$ cat src/rtl/fp_pkg.sv
// Shared widths, constants and the stage-2 payload for the single-precision add/sub pipeline.
package fp_pkg;

    localparam int unsigned EXP_W = 8;
    localparam int unsigned MAN_W = 24;
    localparam int unsigned GRS_W = 3;
    localparam int unsigned ALN_W = MAN_W + GRS_W;
    localparam int unsigned SHF_W = 5;
    localparam int unsigned FP_W  = 32;

    localparam logic [EXP_W-1:0] EXP_MAX = 8'hFF;
    localparam logic [FP_W-1:0]  QNAN    = 32'h7FC0_0000;

    typedef struct packed {
        logic             big_sign;
        logic             eff_sub;
        logic [EXP_W-1:0] res_exp;
        logic [MAN_W-1:0] big_man;
        logic [ALN_W-1:0] small_aln;
        logic             spec_valid;
        logic [FP_W-1:0]  spec_result;
    } stage2_t;

endpackage

$ cat src/rtl/fp_align_shift.sv
// Saturating right shifter producing {man, G, R, S}; everything shifted past R folds into sticky.
module fp_align_shift
    import fp_pkg::*;
(
    input  logic [MAN_W-1:0] man,
    input  logic [EXP_W-1:0] shift,
    output logic [ALN_W-1:0] aln
);

    localparam int unsigned     W_W     = MAN_W + ALN_W;
    localparam logic [EXP_W-1:0] SAT_MAX = EXP_W'(ALN_W);

    logic [SHF_W-1:0] sat;
    logic [W_W-1:0]   w;

    always_comb begin
        sat = (shift > SAT_MAX) ? SHF_W'(ALN_W) : shift[SHF_W-1:0];
        w   = {man, {ALN_W{1'b0}}} >> sat;
        aln = {w[W_W-1 -: ALN_W-1], |w[MAN_W:0]};
    end

endmodule

$ cat src/rtl/fp_stage2_align.sv
// Add/sub stage 2: operand swap, denormal-corrected alignment, special detection, output register.
module fp_stage2_align
    import fp_pkg::*;
(
    input  logic             clk,
    input  logic             rst,
    input  logic             flush,
    input  logic             in_valid,
    output logic             in_ready,
    input  logic             A_sign,
    input  logic             B_sign_eff,
    input  logic [EXP_W-1:0] A_exp,
    input  logic [EXP_W-1:0] B_exp,
    input  logic [MAN_W-1:0] A_man,
    input  logic [MAN_W-1:0] B_man,
    input  logic [EXP_W-1:0] exp_diff,
    input  logic             A_bigger,
    output logic             out_valid,
    input  logic             out_ready,
    output logic             big_sign,
    output logic             eff_sub,
    output logic [EXP_W-1:0] res_exp,
    output logic [MAN_W-1:0] big_man,
    output logic [ALN_W-1:0] small_aln,
    output logic             spec_valid,
    output logic [FP_W-1:0]  spec_result
);

    logic             a_big;
    logic             small_sign;
    logic [EXP_W-1:0] big_exp;
    logic [EXP_W-1:0] small_exp;
    logic [MAN_W-1:0] small_man;
    logic [EXP_W-1:0] shift;
    logic [ALN_W-1:0] aln;
    logic             a_nan, b_nan, a_inf, b_inf;
    stage2_t          nxt;
    stage2_t          data_d, data_q;
    logic             valid_d, valid_q;

    fp_align_shift u_shift (
        .man   (small_man),
        .shift (shift),
        .aln   (aln)
    );

    // Swap so big >= small in magnitude; equal magnitudes keep A as big.
    always_comb begin
        a_big      = (exp_diff != '0) ? A_bigger : (A_man >= B_man);
        big_exp    = a_big ? A_exp : B_exp;
        small_exp  = a_big ? B_exp : A_exp;
        small_man  = a_big ? B_man : A_man;
        small_sign = a_big ? B_sign_eff : A_sign;

        // A denormal small operand already sits one binade higher than its raw exponent.
        shift = exp_diff;
        if (small_exp == '0 && big_exp != '0 && exp_diff != '0) begin
            shift = exp_diff - EXP_W'(1);
        end

        a_nan = (A_exp == EXP_MAX) && (A_man[MAN_W-2:0] != '0);
        b_nan = (B_exp == EXP_MAX) && (B_man[MAN_W-2:0] != '0);
        a_inf = (A_exp == EXP_MAX) && (A_man[MAN_W-2:0] == '0);
        b_inf = (B_exp == EXP_MAX) && (B_man[MAN_W-2:0] == '0);

        nxt.big_sign  = a_big ? A_sign : B_sign_eff;
        nxt.eff_sub   = nxt.big_sign ^ small_sign;
        nxt.res_exp   = (big_exp == '0) ? EXP_W'(1) : big_exp;
        nxt.big_man   = a_big ? A_man : B_man;
        nxt.small_aln = aln;

        nxt.spec_valid  = 1'b0;
        nxt.spec_result = '0;
        if (a_nan || b_nan || (a_inf && b_inf && nxt.eff_sub)) begin
            nxt.spec_valid  = 1'b1;
            nxt.spec_result = QNAN;
        end else if (a_inf || b_inf) begin
            nxt.spec_valid  = 1'b1;
            nxt.spec_result = {(a_inf ? A_sign : B_sign_eff), EXP_MAX, {(MAN_W-1){1'b0}}};
        end
    end

    assign in_ready = !valid_q || out_ready;

    // Output register; flush outranks capture.
    always_comb begin
        valid_d = valid_q;
        data_d  = data_q;
        if (flush) begin
            valid_d = 1'b0;
        end else if (in_ready) begin
            valid_d = in_valid;
            if (in_valid) begin
                data_d = nxt;
            end
        end
    end

    always_ff @(posedge clk or posedge rst) begin
        if (rst) begin
            valid_q <= 1'b0;
            data_q  <= '0;
        end else begin
            valid_q <= valid_d;
            data_q  <= data_d;
        end
    end

    assign out_valid   = valid_q;
    assign big_sign    = data_q.big_sign;
    assign eff_sub     = data_q.eff_sub;
    assign res_exp     = data_q.res_exp;
    assign big_man     = data_q.big_man;
    assign small_aln   = data_q.small_aln;
    assign spec_valid  = data_q.spec_valid;
    assign spec_result = data_q.spec_result;

endmodule

$ cat config.mk
export PLATFORM = sky130hd
export DESIGN_NAME = fp_stage2_align
export DESIGN_NICKNAME = d
export VERILOG_FILES = /design/src/rtl/fp_pkg.sv /design/src/rtl/fp_align_shift.sv /design/src/rtl/fp_stage2_align.sv
export SDC_FILE = /design/constraint.sdc
export NUM_CORES = 1
export LEC_CHECK = 0
export ABC_CLOCK_PERIOD_IN_PS = 5500
export CORE_ASPECT_RATIO = 2
export CORE_MARGIN = 4
export CORE_UTILIZATION = 31
export CTS_BUF_LIST = sky130_fd_sc_hd__clkbuf_8
export CTS_CLUSTER_SIZE = 40
export DETAILED_ROUTE_END_ITERATION = 10
export GPL_ROUTABILITY_DRIVEN = 0
export GPL_TIMING_DRIVEN = 0
export PLACE_DENSITY = 0.63
export SYNTH_ARGS = -nofsm -noshare
export SYNTH_HDL_FRONTEND = slang
export SYNTH_HIERARCHICAL = 1
export SYNTH_SLANG_ARGS = --single-unit
export TNS_END_PERCENT = 20
$ cat constraint.sdc
create_clock -name clk -period 5.5 [get_ports clk]
set_input_delay 0.825 -clock clk [delete_from_list [all_inputs] [get_ports clk]]
set_output_delay 0.825 -clock clk [all_outputs]
set_load 0.01 [all_outputs]
Yosys cells after proc, flatten, opt, wreduce, memory -nomap -nowiden
Cells that the tools add are included.

Logic and storage cells: 55. Input port bits: 80. Register bits: 95.

Bitwise gates (word level): 2. Shifts and indexed selects: 1. Equal/unequal tests: 2. Order comparisons: 2. $add $sub $neg: 1. Reduce and logical (&&, ||, !) cells: 24. Multiplexer cells: 15.

Operator list (count): $mux W33 (2); $shr A51 B5 Y51 (1); $mux W24 (2); $logic_not A23 Y1 (2); $reduce_bool A23 Y1 (2); $mux W8 (4); $reduce_or A25 Y1 (1); $ge A24 B24 Y1 (1); $eq A8 B8 Y1 const B (2); $logic_not A8 Y1 (2); $reduce_bool A8 Y1 (2); $gt A8 B5 Y1 const B (1); $logic_and A1 B1 Y1 (8); $sub A8 B1 Y8 const B (1); $mux W1 (6); $mux W5 (1); $logic_or A1 B1 Y1 (4); $reduce_and A3 Y1 (1); $reduce_bool A2 Y1 (1); $logic_not A1 Y1 (1); $not A1 Y1 (1); $xor A1 B1 Y1 (1).

Depth between registers and ports, before layout
Gate-level depths: netlist (run 1).

Depth after elaboration: 11. Depth in mapped cells: 23.

Cells and area by module
Netlist (run 1), hierarchy kept.

By module, submodules not included: fp_stage2_align (seq. area each 1626.6 um^2, area each 4344.2 um^2, times used 1, cells an instance 468); fp_align_shift (seq. area each 0.0 um^2, area each 2215.9 um^2, times used 1, cells an instance 339).

Worst setup path after synthesis (run 1)
OpenSTA, ideal clock, no wires.

Path type: input to register. Start point: in B_man[21]. End point: reg data_q (netlist bit small_aln[0]). Data required time: 5375 ps. Stages on the path: 19. Arrival time: 5208 ps. Buffers on the path: 1. Setup slack: 168 ps. Path through: inv_1 ha_1 a211oi_1 nor2_1 a2111oi_4 o211ai_2 a31o_1 o41ai_1 nand3_1 or4_1 buf_4 nor2_2 mux2_2 a31oi_1 a22oi_1 nor4_1 a31oi_1 or3_1 mux2_2.

Cells in the longest elaborated chain, start to end: 11. Elaborated cells between the ends (all ways): 14.

RTL lines: from (decl) (RTL line fp_stage2_align.sv:15) `input logic [MAN_W-1:0] B_man,`; $ge A24 B24 Y1 * (RTL line fp_stage2_align.sv:49) `a_big = (exp_diff != '0) ? A_bigger : (A_man >= B_man);`; $mux W1 * (RTL line fp_stage2_align.sv:49); $mux W8, on equally long branches (RTL line fp_stage2_align.sv:51, fp_stage2_align.sv:50); $logic_not A8 Y1 or $reduce_bool A8 Y1 (tied branches) (RTL line fp_stage2_align.sv:57) `if (small_exp == '0 && big_exp != '0 && exp_diff != '0) begin`; $logic_and A1 B1 Y1 * (2 in a row) (RTL line fp_stage2_align.sv:57); $mux W8 * (RTL line fp_stage2_align.sv:57); net shift[6] (RTL line fp_stage2_align.sv:34) `logic [EXP_W-1:0] shift;`; $gt A8 B5 Y1 * (RTL line fp_align_shift.sv:17) `sat = (shift > SAT_MAX) ? SHF_W'(ALN_W) : shift[SHF_W-1:0];`; $mux W5 * (RTL line fp_align_shift.sv:17); $shr A51 B5 Y51 * (RTL line fp_align_shift.sv:18) `w = {man, {ALN_W{1'b0}}} >> sat;`; $reduce_or A25 Y1 * (RTL line fp_align_shift.sv:19) `aln = {w[W_W-1 -: ALN_W-1], |w[MAN_W:0]};`; net aln[0] (RTL line fp_stage2_align.sv:35) `logic [ALN_W-1:0] aln;`; to (signal assigned) (RTL line fp_stage2_align.sv:105) `data_q <= data_d;`; to (decl) (RTL line fp_stage2_align.sv:38) `stage2_t data_d, data_q;`.

Mark *: on every way through the listed nets, which the timed path passes. The rest lies on a longest branch. A chain may end at the register's enable or synchronous reset.

Worst setup path after layout (run 1)
Start point: in B_man[0]. End point: reg data_q (netlist bit small_aln[0]).

Same word-level chain as after synthesis.

==> results.sh, run 1 <==
export IMPL_drtIter0Drc=842
export IMPL_slew_headroom_pct=23.69
export IMPL_outcome="finished, violations left"
export IMPL_fin_crit_sh_pct=100.5
export IMPL_crit_buf_inv=3
export IMPL_max_freq_mhz=180.9
export IMPL_comb_power_share_pct=43.5
export IMPL_cts_root_buf="clkbuf_8"
export IMPL_grt_pass1_vias=7715
export IMPL_period_needed_ns=5.529
export IMPL_die_area_um2=23690
export IMPL_path_class="input pin to flop"
export IMPL_clockBufferDepth=2
export IMPL_placed_area_um2=8516
export IMPL_path_max_fanout=10
export IMPL_intPower_mw=1.099
export IMPL_syn_area_per_cell_um2=8.129
export IMPL_wl_per_cell_um=22.85
export IMPL_startpoint_type="input pin"
export IMPL_clk_latency_ns=0.38
export IMPL_yosys_warnings=6
export IMPL_viasPerCell=5.873
export IMPL_grt_antenna_before_repair=3
export IMPL_p_leak_nw=4.046
export IMPL_worstHoldPathType="flop to flop"
export IMPL_synth_ff_latch_count=65
export IMPL_vias=7646
export IMPL_layout_drive_gt1_share_pct=31.17
export IMPL_crit_chain="dlygate4sd2_1 > ha_1 > nor2b_1 > o21ai_1 > a211oi_2 > o211ai_4 > a31o_1 > o41ai_2 > nand3_2 > or4_4 > buf_12 > buf_12 > o2bb2ai_4 > a32oi_2 > mux2_4 > nand2b_4 > nor4_4 > a31oi_1 > or3_4 > mux2_2"
export IMPL_dpl_hpwl_mm=22.29
export IMPL_p_switching_mw=0.6628
export IMPL_worstMarginPinSlew_ns=1.133
export IMPL_grt_first_pass_wirelength_mm=44.07
export IMPL_post_route_drc_count=0
export IMPL_synth_edf_count=0
export IMPL_area_growth_pct=48.75
export IMPL_start_util_pct=31.35
export IMPL_required_ns=5.77
export IMPL_first_pass_iters=6
export IMPL_hold_viol_final=0
export IMPL_yosysTopAreaCell="dfrtp_1"
export IMPL_setup_tns_final_ns=-0.02921
export IMPL_syn_inst=807
export IMPL_core_area_um2=20930
export IMPL_rows=75
export IMPL_gr_total_overflow=0
export IMPL_ys_types=81
export IMPL_skew_ns=0.004674
export IMPL_async_flop_share_pct=100.0
export IMPL_path_clk_slew_ns=0.08
export IMPL_ys_seq_area_share_pct=24.79
export IMPL_yosysTopAreaCellShare_pct=24.79
export IMPL_cp_arrival_ns=5.80
export IMPL_die_x_um=110.9
export IMPL_p_sw_share_pct=37.61
export IMPL_ios=176
export IMPL_htreeDepth=3
export IMPL_mostFrequentLayoutCells="clkdlybuf4s50_1 (94), nor2_1 (76), buf_4 (67), dfrtp_1 (65), a21oi_1 (63)"
export IMPL_cap_violations=0
export IMPL_cts_tree="yes"
export IMPL_stdcell_area_um2=9758
export IMPL_worst_slack_ns=-0.02921
export IMPL_violations="negative setup slack"
export IMPL_path_common_cell="buf_12"
export IMPL_finalNetCount=1130
export IMPL_drt_total_wl_mm=29.75
export IMPL_clkSinkCount=65
export IMPL_powerDensity_nw_per_um2=180.6
export IMPL_ant_nets=0
export IMPL_irDropWorstVdd_mv=0.1532
export IMPL_hold_slack_ns=0.5082
export IMPL_synth_ff_type="dfrtp_1"
export IMPL_die_h_um=213.7
export IMPL_grt_usage_pct=24.01
export IMPL_finalMaxSlewViolations=0
export IMPL_sequentialPowerShare_pct=31.6
export IMPL_crit_path_top_delay_cell="or4_4"
export IMPL_cts_made_buffers=9
export IMPL_place_ws_ns=-1.699
export IMPL_p_total_mw=1.762
export IMPL_io_buffers=153
export IMPL_setup_viol=1
export IMPL_synth_area_top_cells="dfrtp_1 (25%), mux2i_1 (7.3%), mux2_2 (6.4%)"
export IMPL_layout_commonest_cell="clkdlybuf4s50_1"
export IMPL_worst_setup_path_end_kind="flop"
export IMPL_syn_area_um2=6560
export IMPL_grt_max_degree=66
export IMPL_cpLargestDelayFamily="simple AND/OR/NAND/NOR gates"
export IMPL_p_clk_share_pct=24.9
export IMPL_max_stage_delay_ns=0.62
## per-layer routing
metal	track usage (%)	part of all wire, %
met5	0	0
met1	22.74	32
met4	18.75	9.7
met2	45.34	52
met3	4.180	6.2
## through the flow
| step | instances | utilization, % |
|---|---|---|
| finish | 1302 | 46.63 |
| global placement | 1250 | 40.65 |
| detailed placement | 1250 | 40.69 |
| CTS | 1284 | 43.91 |
| floorplan | 828 | - |
| global route | 1301 | 46.62 |
## repair_timing
item                                    in CTS  in global routing
hold buffers                                 0                  0
cloned                                       0                  1
gates resized for setup                    160                168
setup buffers                               20                 15
pin swaps                                   28                 44
endpoints found under the setup margin      27                 12
## synth_stat cells, types with 5 or more instances
cell type  count
a211oi_1      16
a21oi_1       68
a22oi_1       12
a31oi_1       10
a32oi_1        8
buf_1          6
buf_2         15
buf_4         31
clkbuf_1      25
dfrtp_1       65
ha_1          25
inv_1         33
mux2_2        37
mux2i_1       48
nand2_1       59
nand2b_1      15
nand3_1        6
nand3b_1       6
nand4_1       10
nor2_1        83
nor2b_1       12
nor3_1        28
nor4_1        22
o211ai_1       5
o21ai_0       46
o21ai_1        9
o41ai_1        5
or3_1          6
or4_1          6
## final cells by class
type	instances	area, µm²
multi-input cells	643	5155
plain buffers	83	609.3
diodes	3	7.507
well taps	269	336.6
fillers	2012	11170
repair buffers	189	1689
clock buffers	10	137.6
flip-flops and latches	65	1627
inverters	34	130.1
clock inverters	6	66.31
## power by group through the flow
stage	registers, mW	logic (mW)	clock network, mW
finish	0.557	0.766	0.440
global route	0.563	0.814	0.469
CTS	0.557	0.696	0.453
detailed placement	0.565	0.662	0
global placement	0.566	0.658	0
floorplan	0.586	0.329	0
## final timing paths
kind / from / endpoint / slack [ns] / cells past startpoint
worst min-delay path: small_aln[26] / small_aln[26] / 0.51 / 1
max in group asynchronous: rst / big_man[5] / 3.98 / 2
worst max-delay path: B_man[0] / small_aln[0] / -0.03 / 20
worst max register to register: out_valid / big_man[13] / 2.69 / 6
worst min register to register: small_aln[26] / small_aln[26] / 0.51 / 1
min in group asynchronous: rst / out_valid / 0.97 / 2
## worst register-to-register path, delay by kind of cell, from the launching register on
family	cells	cell delay, ns
AOI/OAI and AO/OA	1	0.13
buffers and inverters	3	1.84
DFF	1	0.38
and+or+nand+nor	2	0.32
## flip-flops by register name, indices dropped and copies added (netlist names)
register,flops
big_man,24
big_sign,1
eff_sub,1
out_valid,1
res_exp,8
small_aln,27
spec_result,3
## logic make-up after synthesis
kind of cell	synth area share [%]
buffers and inverters	10.39
other	0.05716
DFF	24.79
adders and majority gates	4.768
AOI/OAI and AO/OA	23.00
muxes	14.08
and+or+nand+nor	22.11
xor gates and xnor gates	0.8011
Power figures use the tool's default switching activity.
==> inputs of run 2 (changes only) <==
- CAP_MARGIN: default -> 30
- CORE_MARGIN: 4 -> default
==> run 2 against run 1 <==
Net effect:
- the flow now finishes without violations
- clock skew rose by 0.0027 ns
- non-clock buffer count rose by 7
- routed wire length decreased by 0.28%
- total power grew 3.9%
- first-iteration DRC count down 26%
- count of clock-buffer cells in the layout stayed put
==> results.sh, run 2 (synthesized netlist as in run 1, its figures left out) <==
export IMPL_outcome="complete, no violations"
export IMPL_die_area_um2=21780
export IMPL_grt_pass1_vias=7796
export IMPL_cts_root_buf="clkbuf_8"
export IMPL_path_max_fanout=6
export IMPL_viasPerCell=5.865
export IMPL_area_growth_pct=47.87
export IMPL_gr_total_overflow=0
export IMPL_start_util_pct=31.49
export IMPL_largest_reg_flops=27
export IMPL_p_leak_nw=4.053
export IMPL_reg2reg_to="big_man[12]"
export IMPL_fin_util_pct=46.56
export IMPL_cp_arrival_ns=5.70
export IMPL_worst_r2r_setup_slack_ns=2.57
export IMPL_path_class="input pin to flop"
export IMPL_worstHoldPathType="flop to flop"
export IMPL_worst_setup_path_end_kind="flop"
export IMPL_rows=75
export IMPL_rr_startpoint="out_valid"
export IMPL_cap_violations=0
export IMPL_drt_total_wl_mm=29.67
export IMPL_vias=7672
export IMPL_min_from="small_aln[6]"
export IMPL_irDropWorstVdd_mv=0.1353
export IMPL_clockBufferDepth=2
export IMPL_wl_per_cell_um=22.68
export IMPL_htreeDepth=3
export IMPL_max_freq_mhz=184.4
export IMPL_grt_usage_pct=27.32
export IMPL_min_to="small_aln[6]"
export IMPL_dpl_hpwl_mm=22.23
export IMPL_setup_viol=0
export IMPL_finalMaxSlewViolations=0
export IMPL_place_ws_ns=-1.717
export IMPL_clkSinkCount=65
export IMPL_hold_depth=1
export IMPL_die_x_um=104.9
export IMPL_grt_first_pass_wirelength_mm=44.66
export IMPL_path_clk_slew_ns=0.08
export IMPL_clk_latency_ns=0.38
export IMPL_powerDensity_nw_per_um2=188.7
export IMPL_required_ns=5.78
export IMPL_core_area_um2=20830
export IMPL_r2r_cells=6
export IMPL_startpoint_type="input pin"
export IMPL_layout_drive_gt1_share_pct=31.73
export IMPL_ios=176
export IMPL_worstMarginPinSlew_ns=1.093
export IMPL_ant_nets=0
export IMPL_drtIter0Drc=623
export IMPL_die_h_um=207.7
export IMPL_mostFrequentLayoutCells="clkdlybuf4s50_1 (96), nor2_1 (78), buf_4 (76), a21oi_1 (65), dfrtp_1 (65)"
export IMPL_skew_ns=0.007347
export IMPL_fin_crit_sh_pct=98.59
export IMPL_grt_antenna_before_repair=2
export IMPL_cts_made_buffers=9
export IMPL_grt_max_degree=66
export IMPL_first_pass_iters=5
export IMPL_period_needed_ns=5.422
export IMPL_post_route_drc_count=0
export IMPL_io_buffers=153
export IMPL_finalNetCount=1137
export IMPL_layout_commonest_cell="clkdlybuf4s50_1"
export IMPL_slew_headroom_pct=27.13
export IMPL_worst_slack_ns=0.07765
export IMPL_cts_tree="yes"
export IMPL_postCtsHoldBufs=0
export IMPL_setup_tns_final_ns=0
export IMPL_hold_viol_final=0
[run 2: changes by cell type in the layout (fill, tap and decap cells not counted), moves of 3 or more]
cell	delta
dlygate4sd2_1	-13
clkbuf_2	+11
buf_4	+9
clkdlybuf4s15_2	-5
dlymetal6s2s_1	+4
a22oi_1	-3
a22oi_2	+3
o21ai_1	+3
o21ai_2	-3
[run 2: metal layers]
metal  vias up  global-route usage, %  wire (µm)
li1       3389                      -          -
met1      3586                  25.63       9355
met2       496                  50.17      15280
met3       201                  4.144       1869
met4         0                  24.48       3165
met5         -                      0          0
[run 2: layout make-up]
class / instances / area [µm²]
sequential: 65 / 1627
fill: 2082 / 11130
tap: 269 / 336.6
timing repair buffer: 198 / 1712
buffer: 81 / 581.8
clock inverter: 6 / 97.59
clock buffer: 10 / 137.6
inverter: 34 / 130.1
antenna: 2 / 5.005
multi-input combinational: 643 / 5074
[run 2: how the worst max path moves through the flow]
| stage | start | slack [ns] | to | cells after the start |
|---|---|---|---|---|
| 2_1_floorplan | B_man[21] | 0.17 | small_aln[0] | 19 |
| 3_3_place_gp | B_man[19] | -1.77 | small_aln[0] | 21 |
| 3_5_place_dp | B_man[19] | -1.72 | small_aln[0] | 21 |
| 4_1_cts | A_exp[7] | 0.002 | small_aln[0] | 18 |
| 5_1_grt | B_man[21] | -0.17 | small_aln[0] | 20 |
| 6_report | B_man[21] | 0.08 | small_aln[0] | 22 |
[run 2: per-stage QoR]
stage / instance area, µm² / cells / hold slack (ns) / power, mW
floorplan: 6639 / 828 / 0.5512 / 0.9149
detailed placement: 8521 / 1251 / 0.4956 / 1.229
global route: 9701 / 1308 / 0.5303 / 1.913
CTS: 9238 / 1290 / 0.5147 / 1.773
finish: 9701 / 1308 / 0.5109 / 1.830
global placement: 8507 / 1250 / 0.4925 / 1.222
[run 2: critical path, cell delays in order]
cell and delay [ns]:
buf_4 0.11, inv_2 0.05, ha_4 0.29, nand4_4 0.13
nor4_4 0.33, nand2_1 0.14, o211ai_4 0.27, buf_6 0.14
a21oi_2 0.05, o41ai_2 0.32, nand3_2 0.17, or4_4 0.62
buf_12 0.18, buf_4 0.17, buf_4 0.15, a2111oi_4 0.29
a221o_1 0.23, mux2i_1 0.12, and4bb_1 0.28, a31oi_2 0.10
or3_4 0.45, mux2_4 0.27
[run 2: report_power, final]
part / internal, mW / switching, mW / total [mW]
logic: 0.352 / 0.417 / 0.769
registers: 0.526 / 0.0309 / 0.557
clock network: 0.275 / 0.230 / 0.504
total: 1.15 / 0.677 / 1.83
[run 2: timing repair]
item,CTS,global route
endpoints found under the setup margin,27,9
pin swaps,32,39
gates resized for setup,142,190
buffers inserted,25,18
gates cloned,0,0
==> inputs of run 3 (changes only) <==
- GPL_TIMING_DRIVEN: 0 -> default
==> run 3 against run 2 <==
Net effect:
- the flow now finishes with violations (negative setup slack)
- core utilization is 3.7 points higher
- setup slack worse by 0.21 ns
- final area is 7.9% higher
- sequential cell count stayed put
- critical path depth stayed put
- total power is 0.78% lower
- via count is 3.3% higher
- global-route usage is 0.15 points lower
- clock skew is 0.0022 ns higher
==> results.sh, run 3 (synthesized netlist as in run 1, its figures left out) <==
export IMPL_placed_area_um2=9866
export IMPL_layout_commonest_cell="buf_4"
export IMPL_postCtsHoldBufs=0
export IMPL_sequentialPowerShare_pct=30.7
export IMPL_clockBufferDepth=2
export IMPL_required_ns=5.77
export IMPL_antennaDiodeCount=0
export IMPL_largest_reg_flops=27
export IMPL_viasPerCell=5.502
export IMPL_max_freq_mhz=177.7
export IMPL_mostFrequentLayoutCells="buf_4 (253), clkdlybuf4s50_1 (149), nor2_1 (83), dfrtp_1 (65), a21oi_1 (64)"
export IMPL_fin_util_pct=50.25
export IMPL_hold_slack_ns=0.5122
export IMPL_vias=7929
export IMPL_die_h_um=207.7
export IMPL_cap_violations=0
export IMPL_hold_viol_final=0
export IMPL_setup_viol=1
export IMPL_finalNetCount=1273
export IMPL_period_needed_ns=5.628
export IMPL_worstMarginPinSlew_ns=0.8707
export IMPL_ff_latch_area_um2=1627
export IMPL_dpl_hpwl_mm=22.36
export IMPL_comb_power_share_pct=45.4
export IMPL_io_buffers=153
export IMPL_drtIter0Drc=571
export IMPL_n_fill_cell=1980
export IMPL_powerDensity_nw_per_um2=173.5
export IMPL_ant_nets=0
export IMPL_worst_setup_path_end_kind="flop"
export IMPL_irDropWorstVdd_mv=0.1418
export IMPL_clk_latency_ns=0.38
export IMPL_cts_tree="yes"
export IMPL_slew_headroom_pct=41.96
export IMPL_die_area_um2=21780
export IMPL_area_growth_pct=59.56
export IMPL_skew_ns=0.009515
export IMPL_stdcell_area_um2=10470
export IMPL_crit_chain="clkdlybuf4s50_1 > inv_1 > ha_1 > nand4_2 > nor4_4 > buf_4 > a2111oi_4 > o211ai_4 > a31o_1 > o41ai_2 > nand3_2 > or3_4 > buf_12 > buf_4 > o41ai_2 > a221oi_1 > mux2i_1 > a22oi_2 > a211oi_4 > a31oi_1 > or3_1 > mux2_2"
export IMPL_start_util_pct=31.49
export IMPL_gr_total_overflow=0
export IMPL_worst_slack_ns=-0.1279
export IMPL_p_sw_share_pct=36.29
export IMPL_p_leak_nw=4.579
export IMPL_crit_path_top_delay_cell="clkdlybuf4s50_1"
export IMPL_intPower_mw=1.157
export IMPL_grt_max_degree=66
export IMPL_rows=75
export IMPL_wl_per_cell_um=20.14
export IMPL_path_class="input pin to flop"
export IMPL_grt_usage_pct=27.17
export IMPL_cts_root_buf="clkbuf_8"
export IMPL_ios=176
export IMPL_outcome="finished, violations left"
export IMPL_grt_pass1_vias=8340
export IMPL_cts_made_buffers=9
export IMPL_post_route_drc_count=0
export IMPL_htreeDepth=3
export IMPL_p_clk_share_pct=23.9
export IMPL_max_stage_delay_ns=0.51
export IMPL_fin_crit_sh_pct=102.3
export IMPL_rsz0062_at_grt="true"
export IMPL_fin_cells=1441
export IMPL_p_switching_mw=0.6589
export IMPL_grt_antenna_before_repair=0
export IMPL_dp_cells=1408
export IMPL_grt_first_pass_wirelength_mm=45.07
export IMPL_cp_arrival_ns=5.90
export IMPL_p_total_mw=1.816
export IMPL_path_max_fanout=17
export IMPL_die_x_um=104.9
export IMPL_drt_total_wl_mm=29.02
export IMPL_layout_drive_gt1_share_pct=32.59
export IMPL_violations="negative setup slack"
export IMPL_core_area_um2=20830
export IMPL_startpoint_type="input pin"
export IMPL_multi_input_area_um2=4613
export IMPL_path_clk_slew_ns=0.09
export IMPL_finalMaxSlewViolations=0
export IMPL_first_pass_iters=7
export IMPL_worstHoldPathType="flop to flop"
export IMPL_clkSinkCount=65
==> run 3: cell count changes in the layout (fill, tap and decap cells not counted), sizes merged, moves of 4 or more <==
| cell | previous run | this run |
|---|---|---|
| clkbuf | 59 | 9 |
| clkdlybuf4s50 | 96 | 149 |
| clkinvlp | 0 | 4 |
| buf | 114 | 262 |
| dlymetal6s2s | 9 | 0 |
| dlygate4sd2 | 9 | 4 |
==> run 3: worst max-delay path: cells and delay by family <==
family                   cells  cell delay [ns]
multiplexers                 2             0.54
adder cells (fa/ha/maj)      1             0.29
buffers and inverters        5             1.05
AO/OA/AOI/OAI                9             2.08
AND/OR/NAND/NOR              5             1.10
==> run 3: power by group through the flow <==
stage	registers (mW)	clock network, mW	logic (mW)
global route	0.564	0.463	0.877
detailed placement	0.566	0	0.764
finish	0.558	0.434	0.824
floorplan	0.586	0	0.329
global placement	0.567	0	0.756
CTS	0.558	0.444	0.793
==> run 3: final timing paths <==
check / start / end / cells after the start / slack (ns)
max: B_man[20] / small_aln[0] / 22 / -0.13
min: small_aln[7] / small_aln[7] / 1 / 0.51
max reg2reg: out_valid / res_exp[0] / 6 / 3.31
min reg2reg: small_aln[7] / small_aln[7] / 1 / 0.51
max in group asynchronous: rst / big_man[3] / 3 / 3.91
min in group asynchronous: rst / small_aln[26] / 3 / 1.02
==> run 3: layer usage <==
metal  GRT usage (%)  vias to the layer above  wire [µm]
li1                -                     3658          -
met1           24.84                     3684       9204
met2           50.88                      417      15490
met3           5.306                      170       1702
met4           22.05                        0       2619
met5               0                        -          0
==> run 3: cell type report <==
class,instances,area share [%]
Clock inverter,6,0.6574
Tap cell,269,3.215
Timing Repair Buffer,415,34.11
Multi-Input combinational cell,643,44.07
Sequential cell,65,15.54
Inverter,34,1.219
Clock buffer,9,1.183
==> run 3: what timing repair did <==
item,CTS,global route
cloned,1,0
resized for setup,45,19
setup buffers,13,4
pin swaps,23,7
endpoints found under the hold margin,0,0
setup endpoints to repair,3,9
==> run 3: through the flow <==
step	setup TNS, ns	setup WS [ns]
2_1_floorplan	0	0.1676
3_3_place_gp	-4.426	-0.7837
3_5_place_dp	-3.965	-0.7718
4_1_cts	0	0.0005302
5_1_grt	-0.8369	-0.3128
6_report	-0.1279	-0.1279
